[config.mk]
export PLATFORM = sky130hd
export DESIGN_NAME = instr_fetch_decode
export DESIGN_NICKNAME = d
export VERILOG_FILES = /design/src/rtl/instr_fetch_decode.sv
export SDC_FILE = /design/constraint.sdc
export NUM_CORES = 1
export LEC_CHECK = 0
export ABC_CLOCK_PERIOD_IN_PS = 20500
export CAP_MARGIN = 20
export CORE_MARGIN = 2
export CORE_UTILIZATION = 40
export CTS_CLUSTER_DIAMETER = 200
export DETAILED_ROUTE_END_ITERATION = 12
export GPL_ROUTABILITY_DRIVEN = 1
export MAX_ROUTING_LAYER = met4
export PLACE_DENSITY = 0.77
export SLEW_MARGIN = 0
export SYNTH_ARGS = -nofsm -noshare
export SYNTH_HDL_FRONTEND = slang
export SYNTH_SLANG_ARGS = --single-unit
[constraint.sdc]
create_clock -name clk -period 20.5 [get_ports clk]
set_clock_uncertainty 0.1 [all_clocks]
set_input_delay 5.125 -clock clk [delete_from_list [all_inputs] [get_ports clk]]
set_output_delay 5.125 -clock clk [all_outputs]
set_load 0.01 [all_outputs]
[src/rtl/instr_fetch_decode.sv]
// Fetch-and-decode stage feeding the register file.
// Keeps the program counter, fetches one 32-bit MIPS instruction per req/ack
// handshake and registers its decoded fields. `pc` changes once per
// instruction (on DECODE entry) so downstream logic can qualify one write
// per instruction.
//
// Ports:
//   clk, reset          rising-edge clock, asynchronous active-high reset
//   stall               hold the decoded instruction (DECODE only)
//   branchTaken/Target  redirect request; target bits [1:0] forced to 0
//   imemReq/Addr        fetch request and address (Moore, FETCH state)
//   imemAck/Data        fetch completion and instruction word
//   pc                  address of the instruction currently presented
//   instrValid          decoded outputs valid (DECODE state)
//   regWrite            register write enable, gated by instrValid
//   address1/2/3        destination, rs, rt register addresses
//   immediate           extended immediate
//   opcode, funct       raw instruction fields
//   illegal             unsupported opcode
module instr_fetch_decode #(
  parameter logic [31:0] PC_RESET = 32'h0000_0000
) (
  input  logic        clk,
  input  logic        reset,
  input  logic        stall,
  input  logic        branchTaken,
  input  logic [31:0] branchTarget,
  output logic        imemReq,
  output logic [31:0] imemAddr,
  input  logic        imemAck,
  input  logic [31:0] imemData,
  output logic [31:0] pc,
  output logic        instrValid,
  output logic        regWrite,
  output logic [4:0]  address1,
  output logic [4:0]  address2,
  output logic [4:0]  address3,
  output logic [31:0] immediate,
  output logic [5:0]  opcode,
  output logic [5:0]  funct,
  output logic        illegal
);

  typedef enum logic [1:0] {StIdle, StFetch, StDecode} state_e;

  localparam logic [5:0] OpJ = 6'h02;

  state_e      state_q, state_d;
  logic [31:0] pc_q, pc_d;
  logic [31:0] addr_q, addr_d;
  logic [31:0] instr_q, instr_d;
  logic [4:0]  a1_q, a1_d, a2_q, a2_d, a3_q, a3_d;
  logic        we_q, we_d;
  logic [31:0] imm_q, imm_d;
  logic        ill_q, ill_d;
  logic        pend_q, pend_d;
  logic [31:0] pend_tgt_q, pend_tgt_d;

  // Decode of the incoming word, registered on the DECODE entry edge.
  logic [4:0]  dec_a1, dec_a2, dec_a3;
  logic        dec_we, dec_ill;
  logic [31:0] dec_imm;
  logic [5:0]  d_op;
  logic [4:0]  d_rs, d_rt, d_rd;
  logic [15:0] d_imm;

  assign d_op  = imemData[31:26];
  assign d_rs  = imemData[25:21];
  assign d_rt  = imemData[20:16];
  assign d_rd  = imemData[15:11];
  assign d_imm = imemData[15:0];

  always_comb begin
    dec_a1  = 5'd0;
    dec_a2  = 5'd0;
    dec_a3  = 5'd0;
    dec_we  = 1'b0;
    dec_imm = 32'd0;
    dec_ill = 1'b0;
    unique case (d_op)
      6'h00: begin
        dec_a1 = d_rd;
        dec_a2 = d_rs;
        dec_a3 = d_rt;
        dec_we = (imemData[5:0] != 6'h08) && (d_rd != 5'd0);
      end
      6'h08, 6'h09, 6'h0A, 6'h23: begin
        dec_a1  = d_rt;
        dec_a2  = d_rs;
        dec_we  = (d_rt != 5'd0);
        dec_imm = {{16{d_imm[15]}}, d_imm};
      end
      6'h0C, 6'h0D: begin
        dec_a1  = d_rt;
        dec_a2  = d_rs;
        dec_we  = (d_rt != 5'd0);
        dec_imm = {16'h0000, d_imm};
      end
      6'h0F: begin
        dec_a1  = d_rt;
        dec_we  = (d_rt != 5'd0);
        dec_imm = {d_imm, 16'h0000};
      end
      6'h2B, 6'h04, 6'h05: begin
        dec_a2  = d_rs;
        dec_a3  = d_rt;
        dec_imm = {{16{d_imm[15]}}, d_imm};
      end
      OpJ: ;
      default: dec_ill = 1'b1;
    endcase
  end

  // Next fetch address when leaving DECODE, in priority order.
  logic [31:0] pc_plus4, next_addr;
  logic        leave_decode;

  assign pc_plus4     = pc_q + 32'd4;
  assign leave_decode = (state_q == StDecode) && !stall;

  always_comb begin
    if (branchTaken)                 next_addr = {branchTarget[31:2], 2'b00};
    else if (pend_q)                 next_addr = pend_tgt_q;
    else if (instr_q[31:26] == OpJ)  next_addr = {pc_plus4[31:28], instr_q[25:0], 2'b00};
    else                             next_addr = pc_plus4;
  end

  always_comb begin
    state_d    = state_q;
    pc_d       = pc_q;
    addr_d     = addr_q;
    instr_d    = instr_q;
    a1_d       = a1_q;
    a2_d       = a2_q;
    a3_d       = a3_q;
    we_d       = we_q;
    imm_d      = imm_q;
    ill_d      = ill_q;
    pend_d     = pend_q;
    pend_tgt_d = pend_tgt_q;
    unique case (state_q)
      StIdle: state_d = StFetch;
      StFetch: begin
        if (imemAck) begin
          state_d = StDecode;
          pc_d    = addr_q;
          instr_d = imemData;
          a1_d    = dec_a1;
          a2_d    = dec_a2;
          a3_d    = dec_a3;
          we_d    = dec_we;
          imm_d   = dec_imm;
          ill_d   = dec_ill;
        end
      end
      StDecode: begin
        if (!stall) begin
          state_d = StFetch;
          addr_d  = next_addr;
        end
      end
      default: state_d = StIdle;
    endcase
    // A branch seen outside the consuming cycle is remembered; latest wins.
    if (leave_decode) begin
      pend_d = 1'b0;
    end else if (branchTaken) begin
      pend_d     = 1'b1;
      pend_tgt_d = {branchTarget[31:2], 2'b00};
    end
  end

  always_ff @(posedge clk or posedge reset) begin
    if (reset) begin
      state_q    <= StIdle;
      pc_q       <= PC_RESET;
      addr_q     <= PC_RESET;
      instr_q    <= 32'd0;
      a1_q       <= 5'd0;
      a2_q       <= 5'd0;
      a3_q       <= 5'd0;
      we_q       <= 1'b0;
      imm_q      <= 32'd0;
      ill_q      <= 1'b0;
      pend_q     <= 1'b0;
      pend_tgt_q <= 32'd0;
    end else begin
      state_q    <= state_d;
      pc_q       <= pc_d;
      addr_q     <= addr_d;
      instr_q    <= instr_d;
      a1_q       <= a1_d;
      a2_q       <= a2_d;
      a3_q       <= a3_d;
      we_q       <= we_d;
      imm_q      <= imm_d;
      ill_q      <= ill_d;
      pend_q     <= pend_d;
      pend_tgt_q <= pend_tgt_d;
    end
  end

  assign imemReq    = (state_q == StFetch);
  assign imemAddr   = addr_q;
  assign pc         = pc_q;
  assign instrValid = (state_q == StDecode);
  assign regWrite   = we_q & instrValid;
  assign address1   = a1_q;
  assign address2   = a2_q;
  assign address3   = a3_q;
  assign immediate  = imm_q;
  assign opcode     = instr_q[31:26];
  assign funct      = instr_q[5:0];
  assign illegal    = ill_q;

endmodule

==> metrics.txt, run 1 <==
# TYPE chip_impl_metric gauge
chip_impl_metric{name="grt_antenna_before_repair",unit=""} 0
chip_impl_metric{name="timing.critical_path.fanout_max",unit=""} 93
chip_impl_metric{name="synth_cells",unit=""} 926
chip_impl_metric{name="synth-edff-count",unit=""} 0
chip_impl_metric{name="areaGrowthSynthToFinish",unit="%"} 31.3
chip_impl_metric{name="first_pass_iters",unit=""} 5
chip_impl_metric{name="timing.final.setup_violations",unit=""} 0
chip_impl_metric{name="clkSlewWorstSetupHoldPaths",unit="ns"} 0.06
chip_impl_metric{name="grt_pass1_wl",unit="um"} 39700
chip_impl_metric{name="setup-tns-final",unit="ns"} 0
chip_impl_metric{name="dpl.cell_count",unit=""} 1333
chip_impl_info{name="tritoncts",value="yes"} 1
chip_impl_metric{name="yosys_warnings",unit=""} 0
chip_impl_metric{name="design.die.area",unit="um^2"} 22300
chip_impl_metric{name="top_level_ports",unit=""} 196
chip_impl_metric{name="initial_core_util",unit="%"} 40.5
chip_impl_metric{name="port_buffers",unit=""} 193
chip_impl_metric{name="layout.nets",unit=""} 1148
chip_impl_metric{name="drc",unit=""} 0
chip_impl_info{name="cp_launch_type",value="input port"} 1
chip_impl_metric{name="total_via_count_in_the_routed_design",unit=""} 7629
chip_impl_metric{name="fin_crit_sh",unit="%"} 35.4
chip_impl_metric{name="cts.repair_timing.setup_buffer_count",unit=""} 0
chip_impl_metric{name="grt_remaining_overflow",unit=""} 0
chip_impl_metric{name="num_antenna_cells",unit=""} 0
chip_impl_metric{name="finalCoreUtilization",unit="%"} 53.2
chip_impl_metric{name="top_achievable_clock_speed",unit="MHz"} 138
chip_impl_metric{name="tightestPinTransition",unit="ns"} 1.05
chip_impl_metric{name="cellPowerDensity",unit="nW/um^2"} 138
chip_impl_metric{name="drt_first_iter_violations",unit=""} 507
chip_impl_metric{name="ir_drop",unit="uV"} 65.8
chip_impl_metric{name="arrival",unit="ns"} 7.46
chip_impl_metric{name="max_slew_violation_total_from_the_final_report",unit=""} 0
chip_impl_metric{name="synthesis_stage_register_bit_count",unit=""} 178
chip_impl_metric{name="grt_util_all_layers",unit="%"} 23.5
chip_impl_metric{name="max_slew_headroom",unit="%"} 28.9
chip_impl_metric{name="placement_rows",unit=""} 53
chip_impl_metric{name="maximum_count_of_clock_buffers_along_a_single_path",unit=""} 2
chip_impl_metric{name="synth.distinct_cells",unit=""} 59
chip_impl_metric{name="layout.filler_cells",unit=""} 1865
chip_impl_info{name="worstSetupPathType",value="input port to flop"} 1
chip_impl_metric{name="largest_net_degree_at_the_start_of_global_routing",unit=""} 102
chip_impl_info{name="grt_setup_unrepaired",value="false"} 1
chip_impl_info{name="run_status",value="complete, no violations"} 1
chip_impl_metric{name="syn_nets",unit=""} 996
chip_impl_info{name="worstHoldPathType",value="flop to flop"} 1
chip_impl_metric{name="postCtsHoldBufs",unit=""} 0
chip_impl_metric{name="maxCapViolations",unit=""} 0
chip_impl_metric{name="clock_sinks",unit=""} 178
chip_impl_metric{name="post_synth_instance_area",unit="um^2"} 8470
chip_impl_metric{name="syn_area_per_cell",unit="um^2"} 9.14
chip_impl_metric{name="detail_route.wirelength",unit="um"} 25300
chip_impl_metric{name="sequential_share_of_the_synthesized_area",unit="%"} 52.6
chip_impl_metric{name="die_width",unit="um"} 149
chip_impl_metric{name="final_antenna_net_count",unit=""} 0
chip_impl_metric{name="timing_hold_violations_final",unit=""} 0
chip_impl_metric{name="finalNonFillerCells",unit=""} 1366
chip_impl_metric{name="cts-buffers-inserted",unit=""} 17
chip_impl_metric{name="leakage",unit="nW"} 4.69
chip_impl_metric{name="finalWeightedCongestion",unit=""} 0.872
chip_impl_metric{name="core",unit="um^2"} 20900
chip_impl_info{name="synth_ff_type",value="sky130_fd_sc_hd__dfrtp_1"} 1
chip_impl_metric{name="drt-wirelength-per-cell",unit="um"} 18.5
chip_impl_metric{name="critical_path_required",unit="ns"} 20.71
chip_impl_metric{name="routed_via_density",unit=""} 5.58
chip_impl_metric{name="clk-insertion-delay-late",unit="ns"} 0.43
chip_impl_metric{name="fin_crit",unit="ns"} 7.25
chip_impl_metric{name="cts.htree.levels",unit=""} 4
chip_impl_metric{name="dpl.hpwl",unit="um"} 17100
chip_impl_info{name="clock_tree_root_driver_cell",value="sky130_fd_sc_hd__clkbuf_16"} 1
chip_impl_metric{name="grt_pass1_vias",unit=""} 7156
chip_impl_metric{name="die_boundary_height",unit="um"} 149
chip_impl_metric{name="synthArstFlopShare",unit="%"} 100
chip_impl_info{name="crit_path_end_kind",value="flop"} 1
chip_impl_metric{name="post_cts_resize_count",unit=""} 0
chip_impl_metric{name="drive_above_1_share",unit="%"} 6.97
layout make-up:
class	count	area, um^2	share of cell area, %
flip-flops and latches	178	4450	40.1
multi-input cells	660	3650	32.8
repair buffers	203	2030	18.2
clock buffers	24	462	4.15
well taps	275	344	3.10
clock inverters	8	105	0.946
inverters	18	72.6	0.653
logic make-up after synthesis:
logic type	after synthesis	synth area share, %
AO/OA/AOI/OAI	205	14.9
XOR/XNOR	23	2.47
adder cells (fa/ha/maj)	1	0.148
buffers and inverters	88	4.49
flip-flops	178	52.6
multiplexers	31	4.08
AND/OR/NAND/NOR	400	21.3
stage by stage:
stage	setup slack [ns]	cell area [um^2]	hold WS (ns)	total power, W
global route	13.15	11100	0.397	0.00162
detailed placement	12.85	10500	0.361	0.00121
global placement	12.85	10500	0.356	0.00120
finish	13.25	11100	0.377	0.00153
CTS	13.31	11100	0.380	0.00154
floorplan	10.44	8470	0.338	0.000902
sequential cells by signal, indices dropped and copies added (netlist names):
register,flops
address2,5
pend_q,1
we_q,1
address1,5
pend_tgt_q,30
pc,32
instr_q,32
state_q,2
illegal,1
immediate,32
imemAddr,32
address3,5
metal layers:
layer / routed length (um) / vias to the layer above / share of wire, % / global-route usage [%]
met5: 0 / - / 0 / -
met4: 422 / 0 / 1.7 / 7.05
met3: 2040 / 32 / 8.1 / 5.52
met2: 11400 / 336 / 45 / 34.6
met1: 11500 / 3742 / 45 / 32.4
li1: - / 3519 / - / -
synth_stat cells, types with 4 or more instances:
library cell | number | share of area [%]
sky130_fd_sc_hd__xor2_1 | 11 | 1.1
sky130_fd_sc_hd__nor2b_1 | 6 | 0.44
sky130_fd_sc_hd__buf_4 | 12 | 1.1
sky130_fd_sc_hd__nor4b_1 | 4 | 0.41
sky130_fd_sc_hd__buf_2 | 4 | 0.24
sky130_fd_sc_hd__or3_1 | 10 | 0.74
sky130_fd_sc_hd__mux2_2 | 28 | 3.7
sky130_fd_sc_hd__dfrtp_1 | 178 | 53
sky130_fd_sc_hd__nor4_1 | 6 | 0.44
sky130_fd_sc_hd__nand2_1 | 231 | 10
sky130_fd_sc_hd__nor3b_1 | 4 | 0.35
sky130_fd_sc_hd__xnor2_1 | 11 | 1.1
sky130_fd_sc_hd__inv_1 | 18 | 0.80
sky130_fd_sc_hd__nand4_1 | 11 | 0.81
sky130_fd_sc_hd__buf_1 | 10 | 0.44
sky130_fd_sc_hd__o31ai_1 | 4 | 0.35
sky130_fd_sc_hd__nor2_1 | 62 | 2.7
sky130_fd_sc_hd__o22ai_1 | 24 | 1.8
sky130_fd_sc_hd__a211oi_1 | 4 | 0.35
sky130_fd_sc_hd__nor3_1 | 15 | 0.89
sky130_fd_sc_hd__a221oi_1 | 18 | 1.9
sky130_fd_sc_hd__a22o_1 | 6 | 0.62
sky130_fd_sc_hd__a31oi_1 | 8 | 0.59
sky130_fd_sc_hd__nand3b_1 | 6 | 0.53
sky130_fd_sc_hd__a21oi_1 | 47 | 2.8
sky130_fd_sc_hd__nand3_1 | 12 | 0.71
sky130_fd_sc_hd__and2_1 | 5 | 0.37
sky130_fd_sc_hd__o21ai_0 | 68 | 4.0
sky130_fd_sc_hd__clkbuf_1 | 44 | 2.0
sky130_fd_sc_hd__nand2b_1 | 8 | 0.59
layout by cell type (no fill, tap or decap), types with 18 or more instances in the layout:
cell | netlist | layout
sky130_fd_sc_hd__a21oi_1 | 47 | 47
sky130_fd_sc_hd__a221oi_1 | 18 | 18
sky130_fd_sc_hd__clkdlybuf4s50_1 | 0 | 193
sky130_fd_sc_hd__dfrtp_1 | 178 | 178
sky130_fd_sc_hd__mux2_2 | 28 | 28
sky130_fd_sc_hd__nand2_1 | 231 | 230
sky130_fd_sc_hd__nor2_1 | 62 | 61
sky130_fd_sc_hd__o21ai_0 | 68 | 68
sky130_fd_sc_hd__o22ai_1 | 24 | 24
power breakdown:
| part | switching (W) | internal (W) |
|---|---|---|
| combinational | 0.000300 | 0.000300 |
| sequential | 0.000126 | 0.000485 |
| clock | 0.000136 | 0.000183 |
| total | 0.000563 | 0.000968 |
critical path: stages:
cell and delay, ns:
sky130_fd_sc_hd__clkdlybuf4s50_1 0.40, sky130_fd_sc_hd__nand2_1 0.15, sky130_fd_sc_hd__or2_4 0.27, sky130_fd_sc_hd__buf_4 0.75, sky130_fd_sc_hd__nor2_1 0.14, sky130_fd_sc_hd__o21a_1 0.25
sky130_fd_sc_hd__a22o_1 0.21
worst paths after layout:
kind | slack, ns | cells past startpoint | start | to
setup / recovery | 13.25 | 7 | imemAck | address2[4]
hold / removal | 0.38 | 2 | instr_q[20] | instr_q[20]
setup reg to reg | 17.82 | 5 | pc[4] | imemAddr[31]
hold reg to reg | 0.38 | 2 | instr_q[20] | instr_q[20]
max in group asynchronous | 13.95 | 4 | reset | imemAddr[7]
min in group asynchronous | 5.14 | 2 | reset | instr_q[23]
No activity file was read; power rests on OpenSTA's default activity.
==> inputs of run 2 (changes only) <==
--- a/config.mk
+++ b/config.mk
@@ -5,7 +5,7 @@
 export SDC_FILE = /design/constraint.sdc
 export NUM_CORES = 1
 export LEC_CHECK = 0
-export ABC_CLOCK_PERIOD_IN_PS = 20500
+export ABC_CLOCK_PERIOD_IN_PS = 6850
 export CAP_MARGIN = 20
 export CORE_MARGIN = 2
 export CORE_UTILIZATION = 40
==> constraint.sdc (replaced) <==
create_clock -name clk -period 6.85 [get_ports clk]
set_clock_uncertainty 0.1 [all_clocks]
set_input_delay 1.7125 -clock clk [delete_from_list [all_inputs] [get_ports clk]]
set_output_delay 1.7125 -clock clk [all_outputs]
set_load 0.01 [all_outputs]
==> metrics.txt, run 2 (same netlist as run 1, synthesis figures left out) <==
# TYPE chip_impl_metric gauge
chip_impl_metric{name="num_antenna_cells",unit=""} 0
chip_impl_metric{name="maximum_count_of_clock_buffers_along_a_single_path",unit=""} 2
chip_impl_metric{name="drive_above_1_share",unit="%"} 7.24
chip_impl_metric{name="largest_net_degree_at_the_start_of_global_routing",unit=""} 113
chip_impl_info{name="cp_launch_type",value="flop"} 1
chip_impl_metric{name="die_boundary_height",unit="um"} 149
chip_impl_metric{name="layout.nets",unit=""} 1148
chip_impl_info{name="crit_path_end_kind",value="output port"} 1
chip_impl_metric{name="first_pass_iters",unit=""} 6
chip_impl_metric{name="port_buffers",unit=""} 193
chip_impl_metric{name="grt_pass1_vias",unit=""} 7128
chip_impl_info{name="layout_common_cells",value="sky130_fd_sc_hd__nand2_1 (231), sky130_fd_sc_hd__clkdlybuf4s50_1 (193), sky130_fd_sc_hd__dfrtp_1 (178), sky130_fd_sc_hd__o21ai_0 (68), sky130_fd_sc_hd__nor2_1 (61)"} 1
chip_impl_info{name="tritoncts",value="yes"} 1
chip_impl_metric{name="initial_core_util",unit="%"} 40.5
chip_impl_metric{name="maxCapViolations",unit=""} 0
chip_impl_metric{name="timing.final.setup_violations",unit=""} 0
chip_impl_metric{name="routed_via_density",unit=""} 5.45
chip_impl_metric{name="clock_sinks",unit=""} 178
chip_impl_metric{name="cts.repair_timing.setup_buffer_count",unit=""} 0
chip_impl_metric{name="placement_rows",unit=""} 53
chip_impl_metric{name="top_level_ports",unit=""} 196
chip_impl_info{name="layout.cells.most_common",value="sky130_fd_sc_hd__nand2_1"} 1
chip_impl_metric{name="postCtsHoldBufs",unit=""} 0
chip_impl_metric{name="areaGrowthSynthToFinish",unit="%"} 31.7
chip_impl_info{name="worstHoldPathType",value="flop to flop"} 1
chip_impl_metric{name="drc",unit=""} 0
chip_impl_metric{name="clkSlewWorstSetupHoldPaths",unit="ns"} 0.07
chip_impl_metric{name="ir_drop",unit="uV"} 210
chip_impl_metric{name="dpl.hpwl",unit="um"} 17000
chip_impl_metric{name="design.die.area",unit="um^2"} 22300
chip_impl_info{name="worstSetupPathType",value="flop to output port"} 1
chip_impl_metric{name="worst_slack",unit="ns"} 3.14
chip_impl_metric{name="grt_antenna_before_repair",unit=""} 0
chip_impl_metric{name="grt_util_all_layers",unit="%"} 23.4
chip_impl_metric{name="leakage",unit="nW"} 4.70
chip_impl_metric{name="pre_cts_slack",unit="ns"} 2.83
chip_impl_metric{name="cellPowerDensity",unit="nW/um^2"} 416
chip_impl_metric{name="max_slew_headroom",unit="%"} 30.2
chip_impl_metric{name="die_width",unit="um"} 149
chip_impl_metric{name="timing_hold_violations_final",unit=""} 0
chip_impl_metric{name="top_achievable_clock_speed",unit="MHz"} 270
chip_impl_metric{name="cts-buffers-inserted",unit=""} 17
chip_impl_metric{name="timing.critical_path.fanout_max",unit=""} 7
chip_impl_metric{name="fin_crit_sh",unit="%"} 54.2
chip_impl_metric{name="arrival",unit="ns"} 1.90
chip_impl_metric{name="finalWeightedCongestion",unit=""} 0.881
chip_impl_metric{name="cts.htree.levels",unit=""} 4
chip_impl_metric{name="post_cts_resize_count",unit=""} 0
chip_impl_metric{name="tightestPinTransition",unit="ns"} 1.03
chip_impl_metric{name="sequential_cell_area",unit="um^2"} 4450
chip_impl_metric{name="critical_path_required",unit="ns"} 5.04
chip_impl_metric{name="total_via_count_in_the_routed_design",unit=""} 7443
chip_impl_info{name="grt_setup_unrepaired",value="false"} 1
chip_impl_info{name="run_status",value="complete, no violations"} 1
chip_impl_metric{name="grt_remaining_overflow",unit=""} 0
chip_impl_metric{name="clk-insertion-delay-late",unit="ns"} 0.43
chip_impl_metric{name="multi_input_area",unit="um^2"} 3650
chip_impl_metric{name="grt_pass1_wl",unit="um"} 39400
chip_impl_metric{name="layout.filler_cells",unit=""} 1908
chip_impl_metric{name="max_slew_violation_total_from_the_final_report",unit=""} 0
chip_impl_metric{name="core",unit="um^2"} 20900
chip_impl_metric{name="fin_crit",unit="ns"} 3.71
chip_impl_metric{name="detail_route.wirelength",unit="um"} 25100
chip_impl_info{name="clock_tree_root_driver_cell",value="sky130_fd_sc_hd__clkbuf_16"} 1
chip_impl_metric{name="holdWs",unit="ns"} 0.379
chip_impl_metric{name="drt_first_iter_violations",unit=""} 595
chip_impl_metric{name="setup-tns-final",unit="ns"} 0
chip_impl_metric{name="final_antenna_net_count",unit=""} 0
chip_impl_metric{name="drt-wirelength-per-cell",unit="um"} 18.4
run 2: changes by cell type in the layout (fill, tap and decap cells not counted), sizes merged:
cell	change
bufinv	+1
clkbuf	-3
clkinv	+1
clkinvlp	+1
run 2: area by class of cell:
| type | instances | share of cell area, % |
|---|---|---|
| Tap cell | 275 | 3.09 |
| Clock buffer | 21 | 4.13 |
| Timing Repair Buffer | 203 | 18.1 |
| Inverter | 18 | 0.651 |
| Multi-Input combinational cell | 660 | 32.7 |
| Sequential cell | 178 | 39.9 |
| Clock inverter | 11 | 1.39 |
run 2: worst paths after layout:
check / start / endpoint / slack [ns] / cells after the start
max in group asynchronous: reset / instr_q[0] / 3.94 / 3
min in group asynchronous: reset / address2[3] / 1.64 / 2
worst max-delay path: state_q[1] / regWrite / 3.14 / 3
worst max register to register: pc[4] / imemAddr[31] / 4.24 / 5
worst min-delay path: immediate[15] / immediate[15] / 0.38 / 2
worst min register to register: immediate[15] / immediate[15] / 0.38 / 2
run 2: power by group:
| part | total, W | switching (W) | internal (W) |
|---|---|---|---|
| clock network | 0.00102 | 0.000424 | 0.000596 |
| registers | 0.00184 | 0.000387 | 0.00145 |
| logic | 0.00179 | 0.000889 | 0.000897 |
| total | 0.00464 | 0.00170 | 0.00294 |
run 2: per-layer routing:
metal / wire length (um) / GRT usage [%] / up-vias
met5: 0 / - / -
met2: 11400 / 34.4 / 333
met3: 2030 / 5.85 / 33
met1: 11200 / 32.5 / 3565
met4: 413 / 6.48 / 0
li1: - / - / 3512
run 2: critical path, stage by stage, from the launching register on:
cell                              delay (ns)
sky130_fd_sc_hd__dfrtp_1                0.48
sky130_fd_sc_hd__nor2b_1                0.28
sky130_fd_sc_hd__and2_1                 0.17
sky130_fd_sc_hd__clkdlybuf4s50_1        0.53
run 2: stage by stage:
step	utilization, %	cell area, um^2	power, W	cells
detailed placement	50.4	10500	0.00364	1334
floorplan	-	8470	0.00270	926
global route	53.4	11200	0.00493	1366
CTS	53.4	11200	0.00467	1366
global placement	50.4	10500	0.00358	1333
finish	53.4	11200	0.00464	1366
==> inputs of run 3 (changes only) <==
--- a/config.mk
+++ b/config.mk
@@ -5,7 +5,7 @@
 export SDC_FILE = /design/constraint.sdc
 export NUM_CORES = 1
 export LEC_CHECK = 0
-export ABC_CLOCK_PERIOD_IN_PS = 6850
+export ABC_CLOCK_PERIOD_IN_PS = 3050
 export CAP_MARGIN = 20
 export CORE_MARGIN = 2
 export CORE_UTILIZATION = 40
@@ -13,7 +13,7 @@
 export DETAILED_ROUTE_END_ITERATION = 12
 export GPL_ROUTABILITY_DRIVEN = 1
 export MAX_ROUTING_LAYER = met4
-export PLACE_DENSITY = 0.77
+export PLACE_DENSITY = 0.8
 export SLEW_MARGIN = 0
 export SYNTH_ARGS = -nofsm -noshare
 export SYNTH_HDL_FRONTEND = slang
==> constraint.sdc (replaced) <==
create_clock -name clk -period 3.05 [get_ports clk]
set_clock_uncertainty 0.1 [all_clocks]
set_input_delay 0.7625 -clock clk [delete_from_list [all_inputs] [get_ports clk]]
set_output_delay 0.7625 -clock clk [all_outputs]
set_load 0.01 [all_outputs]
==> metrics.txt, run 3 (same netlist as run 1, synthesis figures left out) <==
# TYPE chip_impl_metric gauge
chip_impl_info{name="worstReg2RegEnd",value="imemAddr[21]"} 1
chip_impl_metric{name="grt_util_all_layers",unit="%"} 23.9
chip_impl_metric{name="max_slew_violation_total_from_the_final_report",unit=""} 0
chip_impl_info{name="timing.critical_path.from",value="state_q[1]"} 1
chip_impl_info{name="routed.top_layer",value="met4"} 1
chip_impl_metric{name="fin_crit",unit="ns"} 2.75
chip_impl_metric{name="ir_drop",unit="uV"} 439
chip_impl_metric{name="die_width",unit="um"} 149
chip_impl_metric{name="detail_route.wirelength",unit="um"} 25500
chip_impl_metric{name="drt_first_iter_violations",unit=""} 568
chip_impl_metric{name="cts-buffers-inserted",unit=""} 17
chip_impl_metric{name="cellPowerDensity",unit="nW/um^2"} 933
chip_impl_metric{name="timing.final.setup_violations",unit=""} 0
chip_impl_metric{name="clock_sinks",unit=""} 178
chip_impl_info{name="timing.critical_path.to",value="regWrite"} 1
chip_impl_info{name="holdCritStartpoint",value="instr_q[11]"} 1
chip_impl_info{name="crit_path_end_kind",value="output port"} 1
chip_impl_metric{name="timing.critical_path.fanout_max",unit=""} 7
chip_impl_metric{name="design.die.area",unit="um^2"} 22300
chip_impl_metric{name="maximum_count_of_clock_buffers_along_a_single_path",unit=""} 2
chip_impl_metric{name="arrival",unit="ns"} 1.89
chip_impl_metric{name="grt_remaining_overflow",unit=""} 0
chip_impl_metric{name="cp.buffers_inverters",unit=""} 1
chip_impl_metric{name="dpl.hpwl",unit="um"} 18100
chip_impl_info{name="critical-path-top-delay-family",value="buffers and inverters"} 1
chip_impl_metric{name="clk-insertion-delay-late",unit="ns"} 0.43
chip_impl_metric{name="placement_rows",unit=""} 53
chip_impl_metric{name="critical_path_required",unit="ns"} 2.19
chip_impl_metric{name="met2_length",unit="um"} 11600
chip_impl_metric{name="clkSlewWorstSetupHoldPaths",unit="ns"} 0.06
chip_impl_metric{name="maxCapViolations",unit=""} 0
chip_impl_metric{name="postCtsHoldBufs",unit=""} 0
chip_impl_info{name="cp_launch_type",value="flop"} 1
chip_impl_info{name="clock_tree_root_driver_cell",value="sky130_fd_sc_hd__clkbuf_16"} 1
chip_impl_info{name="cp_cell_sequence",value="nor2b_1 > and2_1 > clkdlybuf4s50_1"} 1
chip_impl_metric{name="fin_crit_sh",unit="%"} 90.3
chip_impl_metric{name="largest_net_degree_at_the_start_of_global_routing",unit=""} 60
chip_impl_metric{name="max_slew_headroom",unit="%"} 54.2
chip_impl_metric{name="core",unit="um^2"} 20900
chip_impl_metric{name="final_design_area_no_fill",unit="um^2"} 11400
chip_impl_metric{name="top_achievable_clock_speed",unit="MHz"} 363
chip_impl_metric{name="cts.htree.levels",unit=""} 4
chip_impl_metric{name="met1Wirelength",unit="um"} 10900
chip_impl_info{name="grt_setup_unrepaired",value="false"} 1
chip_impl_metric{name="drc",unit=""} 0
chip_impl_metric{name="multi_input_area",unit="um^2"} 3650
chip_impl_metric{name="layout.nets",unit=""} 1171
chip_impl_info{name="critPathSlowestCell",value="sky130_fd_sc_hd__clkdlybuf4s50_1"} 1
chip_impl_metric{name="grt_pass1_vias",unit=""} 7482
chip_impl_info{name="layout.cells.most_common",value="sky130_fd_sc_hd__nand2_1"} 1
chip_impl_metric{name="port_buffers",unit=""} 193
chip_impl_info{name="tritoncts",value="yes"} 1
chip_impl_metric{name="routed_via_density",unit=""} 5.48
chip_impl_info{name="worstHoldPathType",value="flop to flop"} 1
chip_impl_metric{name="placed_cell_area",unit="um^2"} 10800
chip_impl_metric{name="top_level_ports",unit=""} 196
chip_impl_metric{name="areaGrowthSynthToFinish",unit="%"} 35.0
chip_impl_metric{name="ff2ff_setup_slack",unit="ns"} 0.63
chip_impl_metric{name="timing_hold_violations_final",unit=""} 0
chip_impl_metric{name="setup-tns-final",unit="ns"} 0
chip_impl_metric{name="first_pass_iters",unit=""} 5
chip_impl_metric{name="routed_length_on_met3",unit="um"} 2320
chip_impl_info{name="layout_common_cells",value="sky130_fd_sc_hd__nand2_1 (231), sky130_fd_sc_hd__clkdlybuf4s50_1 (193), sky130_fd_sc_hd__dfrtp_1 (178), sky130_fd_sc_hd__o21ai_0 (68), sky130_fd_sc_hd__nor2_1 (61)"} 1
chip_impl_metric{name="finalWeightedCongestion",unit=""} 0.917
chip_impl_metric{name="grt_antenna_before_repair",unit=""} 0
chip_impl_metric{name="final_antenna_net_count",unit=""} 0
chip_impl_metric{name="worst_r2r_path_depth",unit=""} 5
chip_impl_metric{name="die_boundary_height",unit="um"} 149
chip_impl_metric{name="drive_above_1_share",unit="%"} 9.25
chip_impl_metric{name="cts.repair_timing.setup_buffer_count",unit=""} 0
chip_impl_metric{name="num_antenna_cells",unit=""} 0
chip_impl_info{name="worstSetupPathType",value="flop to output port"} 1
chip_impl_metric{name="initial_core_util",unit="%"} 40.5
chip_impl_metric{name="layout.filler_cells",unit=""} 1861
chip_impl_info{name="timing.rr.start",value="pc[2]"} 1
chip_impl_metric{name="total_via_count_in_the_routed_design",unit=""} 7606
chip_impl_metric{name="drt-wirelength-per-cell",unit="um"} 18.3
chip_impl_metric{name="tightestPinTransition",unit="ns"} 0.684
chip_impl_metric{name="grt_pass1_wl",unit="um"} 40300
chip_impl_metric{name="path_depth",unit=""} 3
chip_impl_metric{name="post_cts_resize_count",unit=""} 0
chip_impl_metric{name="finalCoreUtilization",unit="%"} 54.7
chip_impl_metric{name="sequential_cell_area",unit="um^2"} 4450
chip_impl_info{name="run_status",value="complete, no violations"} 1
chip_impl_metric{name="cp_slowest_stage_delay",unit="ns"} 0.53
chip_impl_metric{name="leakage",unit="nW"} 4.88
## run 3: cell types whose count changed in the layout (fill, tap and decap cells not counted)
cell / change
sky130_fd_sc_hd__inv_8: +2
sky130_fd_sc_hd__bufinv_16: +1
sky130_fd_sc_hd__inv_6: +3
sky130_fd_sc_hd__clkbuf_1: -1
sky130_fd_sc_hd__clkinvlp_4: -3
sky130_fd_sc_hd__clkinv_2: +1
sky130_fd_sc_hd__clkinv_4: -3
sky130_fd_sc_hd__buf_12: +6
sky130_fd_sc_hd__buf_4: +17
## run 3: worst min path at each step
stage | end | depth (start not counted) | slack [ns]
floorplan | instr_q[16] | 2 | 0.34
global placement | instr_q[22] | 2 | 0.36
detailed placement | instr_q[11] | 2 | 0.36
CTS | instr_q[11] | 2 | 0.38
global route | instr_q[18] | 2 | 0.41
finish | instr_q[11] | 2 | 0.38
## run 3: stage by stage
step / cells / setup WS [ns] / hold slack, ns / total power [W]
floorplan: 926 / -0.0931 / 0.338 / 0.00606
global placement: 1357 / 0.363 / 0.359 / 0.00814
detailed placement: 1357 / 0.254 / 0.365 / 0.00828
CTS: 1389 / 0.296 / 0.381 / 0.0107
global route: 1389 / 0.257 / 0.407 / 0.0113
finish: 1389 / 0.295 / 0.377 / 0.0107
## run 3: per-layer routing
layer  up-vias  global-route usage, %
met5         -                      -
met4         0                   8.57
met3        45                   5.67
met2       385                   35.4
met1      3623                   32.2
li1       3553                      -
## run 3: worst min-delay path: stages, from the launching register on
cell	delay [ns]
sky130_fd_sc_hd__dfrtp_1	0.34
sky130_fd_sc_hd__nand2_1	0.05
sky130_fd_sc_hd__nand2_1	0.05
## run 3: final cells by class
class	count	area share (%)
flip-flops and latches	178	39.0
multi-input cells	660	31.9
repair buffers	226	19.8
clock buffers	20	3.99
well taps	275	3.01
clock inverters	12	1.67
inverters	18	0.624
## run 3: where the power goes
| part | internal, W | switching (W) |
|---|---|---|
| clock | 0.00144 | 0.000973 |
| sequential | 0.00326 | 0.000876 |
| combinational | 0.00210 | 0.00202 |
